<file path="src/rtl/seg7_scan_decoder.sv">
// ----------------------------------------------------------------------------
// seg7_scan_decoder
//
// Receiving side of an 8-digit multiplexed 7-segment display. The anode and
// segment pins are synchronised, held to a stability window to reject scan
// transitions and ghosting, and each captured digit is decoded back to a
// 4-bit value. A parallel snapshot of all eight digits is kept, with a strobe
// when every digit has been seen since the previous strobe.
//
// Optional feature: define SEG7_SCAN_HEX_EN to also accept the hex glyphs
// A, b, C, d, E, F as known patterns.
//
// Parameters:
//   SETTLE_CYCLES  cycles the anode/segment pair must hold before capture
//                  (2..65535)
//
// Ports:
//   CLK100MHZ    in   system clock
//   RST          in   asynchronous active-high reset
//   AN_IN[7:0]   in   anode lines, active-low, bit i = digit i
//   SEG_IN[6:0]  in   segments {a,b,c,d,e,f,g}, active-low
//   DIGITS[31:0] out  decoded values, digit i at [4i+3:4i]
//   DIGIT_VALID  out  bit i = last capture of digit i was a known pattern
//   FRAME_DONE   out  one-cycle pulse when all 8 digits have been captured
//   ERR          out  one-cycle pulse on unknown pattern or illegal anode
// ----------------------------------------------------------------------------
module seg7_scan_decoder #(
    parameter int SETTLE_CYCLES = 16
) (
    input  logic        CLK100MHZ,
    input  logic        RST,
    input  logic [7:0]  AN_IN,
    input  logic [6:0]  SEG_IN,
    output logic [31:0] DIGITS,
    output logic [7:0]  DIGIT_VALID,
    output logic        FRAME_DONE,
    output logic        ERR
);

    localparam int CNT_W = $clog2(SETTLE_CYCLES + 1);
    localparam logic [CNT_W-1:0] CNT_MAX = CNT_W'(SETTLE_CYCLES - 1);
    localparam logic [CNT_W-1:0] CNT_ARM = CNT_W'(SETTLE_CYCLES - 2);

    // Segment decode: returns {known, value}; unknown patterns give value F.
    function automatic logic [4:0] decode_seg(input logic [6:0] seg);
        logic [4:0] res;
        case (seg)
            7'b0000001: res = 5'h10;
            7'b1001111: res = 5'h11;
            7'b0010010: res = 5'h12;
            7'b0000110: res = 5'h13;
            7'b1001100: res = 5'h14;
            7'b0100100: res = 5'h15;
            7'b0100000: res = 5'h16;
            7'b0001111: res = 5'h17;
            7'b0000000: res = 5'h18;
            7'b0000100: res = 5'h19;
`ifdef SEG7_SCAN_HEX_EN
            7'b0001000: res = 5'h1A;
            7'b1100000: res = 5'h1B;
            7'b0110001: res = 5'h1C;
            7'b1000010: res = 5'h1D;
            7'b0110000: res = 5'h1E;
            7'b0111000: res = 5'h1F;
`else
            // Hex glyphs fall through to the unknown-pattern default.
`endif
            default:    res = 5'h0F;
        endcase
        return res;
    endfunction

    // Anode classification: returns {single digit selected, digit index}.
    function automatic logic [3:0] classify_anode(input logic [7:0] an);
        logic [3:0] res;
        case (an)
            8'b11111110: res = 4'h8;
            8'b11111101: res = 4'h9;
            8'b11111011: res = 4'hA;
            8'b11110111: res = 4'hB;
            8'b11101111: res = 4'hC;
            8'b11011111: res = 4'hD;
            8'b10111111: res = 4'hE;
            8'b01111111: res = 4'hF;
            default:     res = 4'h0;
        endcase
        return res;
    endfunction

    logic [7:0]       an_s1_r, an_p_r, an_prev_r;
    logic [6:0]       seg_s1_r, seg_p_r, seg_prev_r;
    logic [CNT_W-1:0] cnt_r;
    logic [7:0]       seen_r;
    logic [31:0]      digits_r;
    logic [7:0]       valid_r;
    logic             frame_r, err_r;

    logic             stable_s, strobe_s;
    logic [3:0]       an_class_s;
    logic             an_hit_s;
    logic [2:0]       an_idx_s;
    logic [4:0]       dec_s;
    logic [7:0]       seen_acc_s;
    logic [31:0]      digits_nxt_s;
    logic [7:0]       valid_nxt_s, seen_nxt_s;
    logic             frame_nxt_s, err_nxt_s;

    assign stable_s   = (an_p_r == an_prev_r) && (seg_p_r == seg_prev_r);
    // One strobe per stable window: only the transition into saturation.
    assign strobe_s   = stable_s && (cnt_r == CNT_ARM);
    assign an_class_s = classify_anode(an_p_r);
    assign an_hit_s   = an_class_s[3];
    assign an_idx_s   = an_class_s[2:0];
    assign dec_s      = decode_seg(seg_p_r);
    assign seen_acc_s = seen_r | (8'd1 << an_idx_s);

    // Input synchroniser, previous-sample copy and stability counter.
    always_ff @(posedge CLK100MHZ or posedge RST) begin
        if (RST) begin
            an_s1_r    <= 8'hFF;
            an_p_r     <= 8'hFF;
            an_prev_r  <= 8'hFF;
            seg_s1_r   <= 7'h7F;
            seg_p_r    <= 7'h7F;
            seg_prev_r <= 7'h7F;
            cnt_r      <= '0;
        end else begin
            an_s1_r    <= AN_IN;
            an_p_r     <= an_s1_r;
            an_prev_r  <= an_p_r;
            seg_s1_r   <= SEG_IN;
            seg_p_r    <= seg_s1_r;
            seg_prev_r <= seg_p_r;
            if (!stable_s) begin
                cnt_r <= '0;
            end else if (cnt_r != CNT_MAX) begin
                cnt_r <= cnt_r + 1'b1;
            end else begin
                cnt_r <= cnt_r;
            end
        end
    end

    // Capture decision: digit update, seen-mask tracking and pulse outputs.
    always_comb begin
        digits_nxt_s = digits_r;
        valid_nxt_s  = valid_r;
        seen_nxt_s   = seen_r;
        frame_nxt_s  = 1'b0;
        err_nxt_s    = 1'b0;
        if (strobe_s) begin
            if (an_hit_s) begin
                digits_nxt_s[{an_idx_s, 2'b00} +: 4] = dec_s[3:0];
                valid_nxt_s[an_idx_s] = dec_s[4];
                err_nxt_s = ~dec_s[4];
                if (seen_acc_s == 8'hFF) begin
                    frame_nxt_s = 1'b1;
                    seen_nxt_s  = 8'h00;
                end else begin
                    seen_nxt_s  = seen_acc_s;
                end
            end else if (an_p_r == 8'hFF) begin
                // Blank interval between digits: nothing to capture.
                err_nxt_s = 1'b0;
            end else begin
                err_nxt_s = 1'b1;
            end
        end else begin
            err_nxt_s = 1'b0;
        end
    end

    // Output and seen-mask registers.
    always_ff @(posedge CLK100MHZ or posedge RST) begin
        if (RST) begin
            digits_r <= 32'h0;
            valid_r  <= 8'h00;
            seen_r   <= 8'h00;
            frame_r  <= 1'b0;
            err_r    <= 1'b0;
        end else begin
            digits_r <= digits_nxt_s;
            valid_r  <= valid_nxt_s;
            seen_r   <= seen_nxt_s;
            frame_r  <= frame_nxt_s;
            err_r    <= err_nxt_s;
        end
    end

    assign DIGITS      = digits_r;
    assign DIGIT_VALID = valid_r;
    assign FRAME_DONE  = frame_r;
    assign ERR         = err_r;

endmodule

</file>
<file path="config.mk">
export PLATFORM = sky130hd
export DESIGN_NAME = seg7_scan_decoder
export DESIGN_NICKNAME = d
export VERILOG_FILES = /design/src/rtl/seg7_scan_decoder.sv
export SDC_FILE = /design/constraint.sdc
export NUM_CORES = 1
export LEC_CHECK = 0
export CORE_MARGIN = 4
export CORE_UTILIZATION = 50
export DETAILED_ROUTE_END_ITERATION = 8
export HOLD_SLACK_MARGIN = 0.06
export PLACE_DENSITY = 0.74
export REMOVE_ABC_BUFFERS = 1
export SLEW_MARGIN = 10
export SYNTH_ARGS = -nofsm -noshare
export SYNTH_HDL_FRONTEND = slang
export SYNTH_SLANG_ARGS = --single-unit
</file>
<file path="constraint.sdc">
create_clock -name CLK100MHZ -period 3.75 [get_ports CLK100MHZ]
set_input_delay 0.375 -clock CLK100MHZ [delete_from_list [all_inputs] [get_ports CLK100MHZ]]
set_output_delay 0.375 -clock CLK100MHZ [all_outputs]
set_load 0.02 [all_outputs]
</file>
==> summary.md <==
| Metric | Value |
|---|---|
| Run status | complete, no violations |
| Fillers | between 600 and 700 |
| Setup Fix Bufs, Post-CTS | 0 |
| EDFF count, synth | 0 |
| Post-Syn Instances | 345 |
| CTS tree | done |
| Num rows | 33 |
| All-Layer GR Usage | 17.0% |
| Mux contribution to synthesized area | 10.3% |
| Ratio of cells with drive above 1 in the final layout | 27.8% |
| Compound-cell area share of the yosys netlist | ~6.4% |
| Core ar. | 8340 sq um |
| Final setup viols | 0 |
| GPL Wtd Cong | roughly 0.81 |
| DIE HEIGHT | around 100 um |
| CP max FO | 8 |
| Die Area | 10300 sq um |
| Chip width | between 100 and 150 um |
| Worst Setup Start Kind | flop |
| Num CTS Buffers | 9 |
| Initial drt markers | roughly 110 |
| Register area share after synthesis | 58.8% |
| Clk buf depth | 2 |
| Min Tclk post-route | 3090 ps |
| Maxcap violations | 0 |
| Worst Path Arrival | between 3000 and 4000 ps |
| Critical Path RT | ~4000 ps |
| Critical path capture point type | flop |
| Final Hold Fails | 0 |
| Worst setup path class | reg -> reg |
| Synth Cell Area | 4350 sq um |
| Ys flop type | dfrtp_1 |
| RSZ-0062 raised after global routing | no |
| Worst setup margin | 661 ps |
| Slew Limit Headroom | 47.3% |
| Post-synthesis simple-gate area fraction | 15.0% |
| Initial antenna violation count | 0 |
| H-tree level count | 3 |
| Clk pin slew, worst setup/hold paths | 100 ps |
| Total negative slack | 0 ps |
| Via density | 5.40 |
| Worst Max-Slew Pin Slew | 790 ps |
| Number of global-route vias before repair | about 2800 |
| IO Count | around 60 |
| Starting Density | approximately 52% |
| First-pass GRT wire length | 13.6 mm |
| Number of distinct library cells after synthesis | 54 |
| VDD IR max | 0.250 mV |
| Routed len/inst | 15.7 um |
| XOR/XNOR share of the synthesized area | 4.43% |
| Fmax | approximately 320 MHz |
| Worst skew pair latency | ~380 ps |
| Total number of vias | ~2800 |
| PwrDens | approximately 370 nW/um^2 |
| IO Port Bufs | 58 |
| Detailed-placement wirelength estimate | 5.95 mm |
| Pre-CTS WS | 670 ps |
| Synth Area in Adders | 2.59% |
| DRT Pass-1 Iters | 5 |
| Final Core Density | 62.7% |
| Slew Limit Fails | 0 |
| Post-cts hold buffer count | 0 |
| CTS resizes | 0 |
| Final Power | 1.91 mW |
| Final wirelength | between 8 and 9 mm |
| #FFs+latches synth | 100 |
| Drc violations | 0 |
| Root Driver | clkbuf_8 |
| Final period util | 82.4% |
| Antenna cells | 0 |
| Hold WC Path Type | reg -> reg |
| Area growth from synthesis to layout | 20.2% |
| Routed Antenna Nets | 0 |
| Largest family of logic cells by synthesized area | simple AND/OR/NAND/NOR gates |
| Syn_area_per_cell | 12.6 sq um |
| CTS Sinks | 100 |
| Nets | 431 |
| Largest net degree at the start of global routing | 52 |
| Leak | 2.28 nW |
| Clock skew | 15.2 ps |
| Ys async rst share | between 90% and 100% |
| Total of warnings raised by yosys | 0 |
| Grt total ovfl | 0 |
## area by class of cell
type | count | area, sq um | area share [%]
Clock buffer | 10 | 138 | 2.63
Clock inverter | 6 | 66.3 | 1.27
Inverter | 10 | 38.8 | 0.742
Multi-Input combinational cell | 224 | 1690 | 32.3
Sequential cell | 100 | 2560 | 48.9
Tap cell | 105 | 131 | 2.51
Timing Repair Buffer | 60 | 608 | 11.6
## placed cells by master (no fill, tap or decap), types with 2 or more instances in the layout
| master | synthesis | layout |
|---|---|---|
| mux2_2 | 39 | 39 |
| o21ai_0 | 2 | 2 |
| nand2_1 | 18 | 18 |
| o31ai_1 | 2 | 2 |
| nor3_1 | 8 | 8 |
| o22ai_1 | 2 | 2 |
| or3_1 | 2 | 2 |
| xor2_1 | 7 | 7 |
| or4_1 | 2 | 2 |
| clkdlybuf4s50_1 | 0 | 58 |
| a21o_1 | 3 | 3 |
| a41oi_1 | 3 | 3 |
| clkbuf_8 | 0 | 10 |
| nand2b_1 | 4 | 4 |
| a211oi_1 | 4 | 4 |
| ha_1 | 9 | 9 |
| xnor2_1 | 15 | 15 |
| dfstp_2 | 45 | 45 |
| dfrtp_1 | 55 | 55 |
| nor4_1 | 2 | 2 |
| nand4_1 | 14 | 14 |
| inv_8 | 0 | 3 |
| nand3b_1 | 4 | 4 |
| nor2_1 | 31 | 31 |
| or3b_2 | 2 | 2 |
| and3_1 | 3 | 3 |
| nor2b_1 | 4 | 4 |
| nand3_1 | 5 | 5 |
| nor3b_1 | 2 | 2 |
| nand4b_1 | 5 | 5 |
| a21oi_1 | 9 | 9 |
| a31oi_1 | 6 | 6 |
| inv_1 | 8 | 7 |
## state kept, by name, indices dropped and copies added, names as in the netlist
signal and cells:
DIGITS 32, DIGIT_VALID 8, ERR 1, FRAME_DONE 1, an_p_r 8, an_prev_r 8, an_s1_r 8, cnt_r 5
seen_r 8, seg_p_r 7, seg_prev_r 7, seg_s1_r 7
## report_power, final
part | total, mW | internal, mW | switching (mW)
Clock | 0.672 | 0.280 | 0.393
Sequential | 1.15 | 1.12 | 0.0257
Combinational | 0.0941 | 0.0420 | 0.0521
## path summary, 6_finish.rpt
kind / from / to / slack [ps] / cells after the start
worst max register to register: an_p_r[7] / seen_r[5] / 660 / 10
max in group asynchronous: RST / seen_r[5] / 2600 / 3
worst min register to register: an_s1_r[2] / an_p_r[2] / 360 / 0
min in group asynchronous: RST / DIGIT_VALID[4] / 440 / 2
worst max-delay path: an_p_r[7] / seen_r[5] / 660 / 10
worst min-delay path: an_s1_r[2] / an_p_r[2] / 360 / 0
## critical path, stage by stage, from the launching register on
cell and delay, ps:
dfstp_2 630, nand4_1 220, nor3_1 480, nor2_1 160, inv_1 110, ha_1 290
nand2_1 90, o31ai_1 200, o32ai_1 190, nor4b_4 500, nor2_1 100
## stage by stage
step	hold WS [ps]	cells	cell area [sq um]
finish	360	515	5230
global route	366	515	5230
CTS	362	515	5230
detailed placement	347	499	5020
global placement	345	499	5020
floorplan	345	334	4280
## Yosys cell counts, types with 4 or more instances
cell type	count	share of area, %
nor3_1	8	0.92
xor2_1	7	1.4
a21oi_1	9	1.0
nand2_1	18	1.6
nand4_1	14	2.0
nor2b_1	4	0.57
ha_1	9	2.6
dfstp_2	45	27
nand3_1	5	0.57
a211oi_1	4	0.69
nand4b_1	5	1.0
dfrtp_1	55	32
xnor2_1	15	3.0
buf_2	5	0.57
inv_1	8	0.69
a31oi_1	6	0.86
nand2b_1	4	0.57
mux2_2	39	10
nor2_1	31	2.7
nand3b_1	4	0.69
## cells by family after synthesis
kind of cell,after synthesis
mux,40
flops,100
fa+ha+maj,9
xor+xnor,22
simple gates,114
buf+inv,21
compound gates,39
## metal layers
metal,vias up,wire length [um],global-route usage [%]
li1,1347,-,-
met1,1328,3570,22.9
met2,87,3760,25.7
met3,21,517,4.68
met4,0,221,7.98
met5,-,0,0
Power figures use the tool's default switching activity.
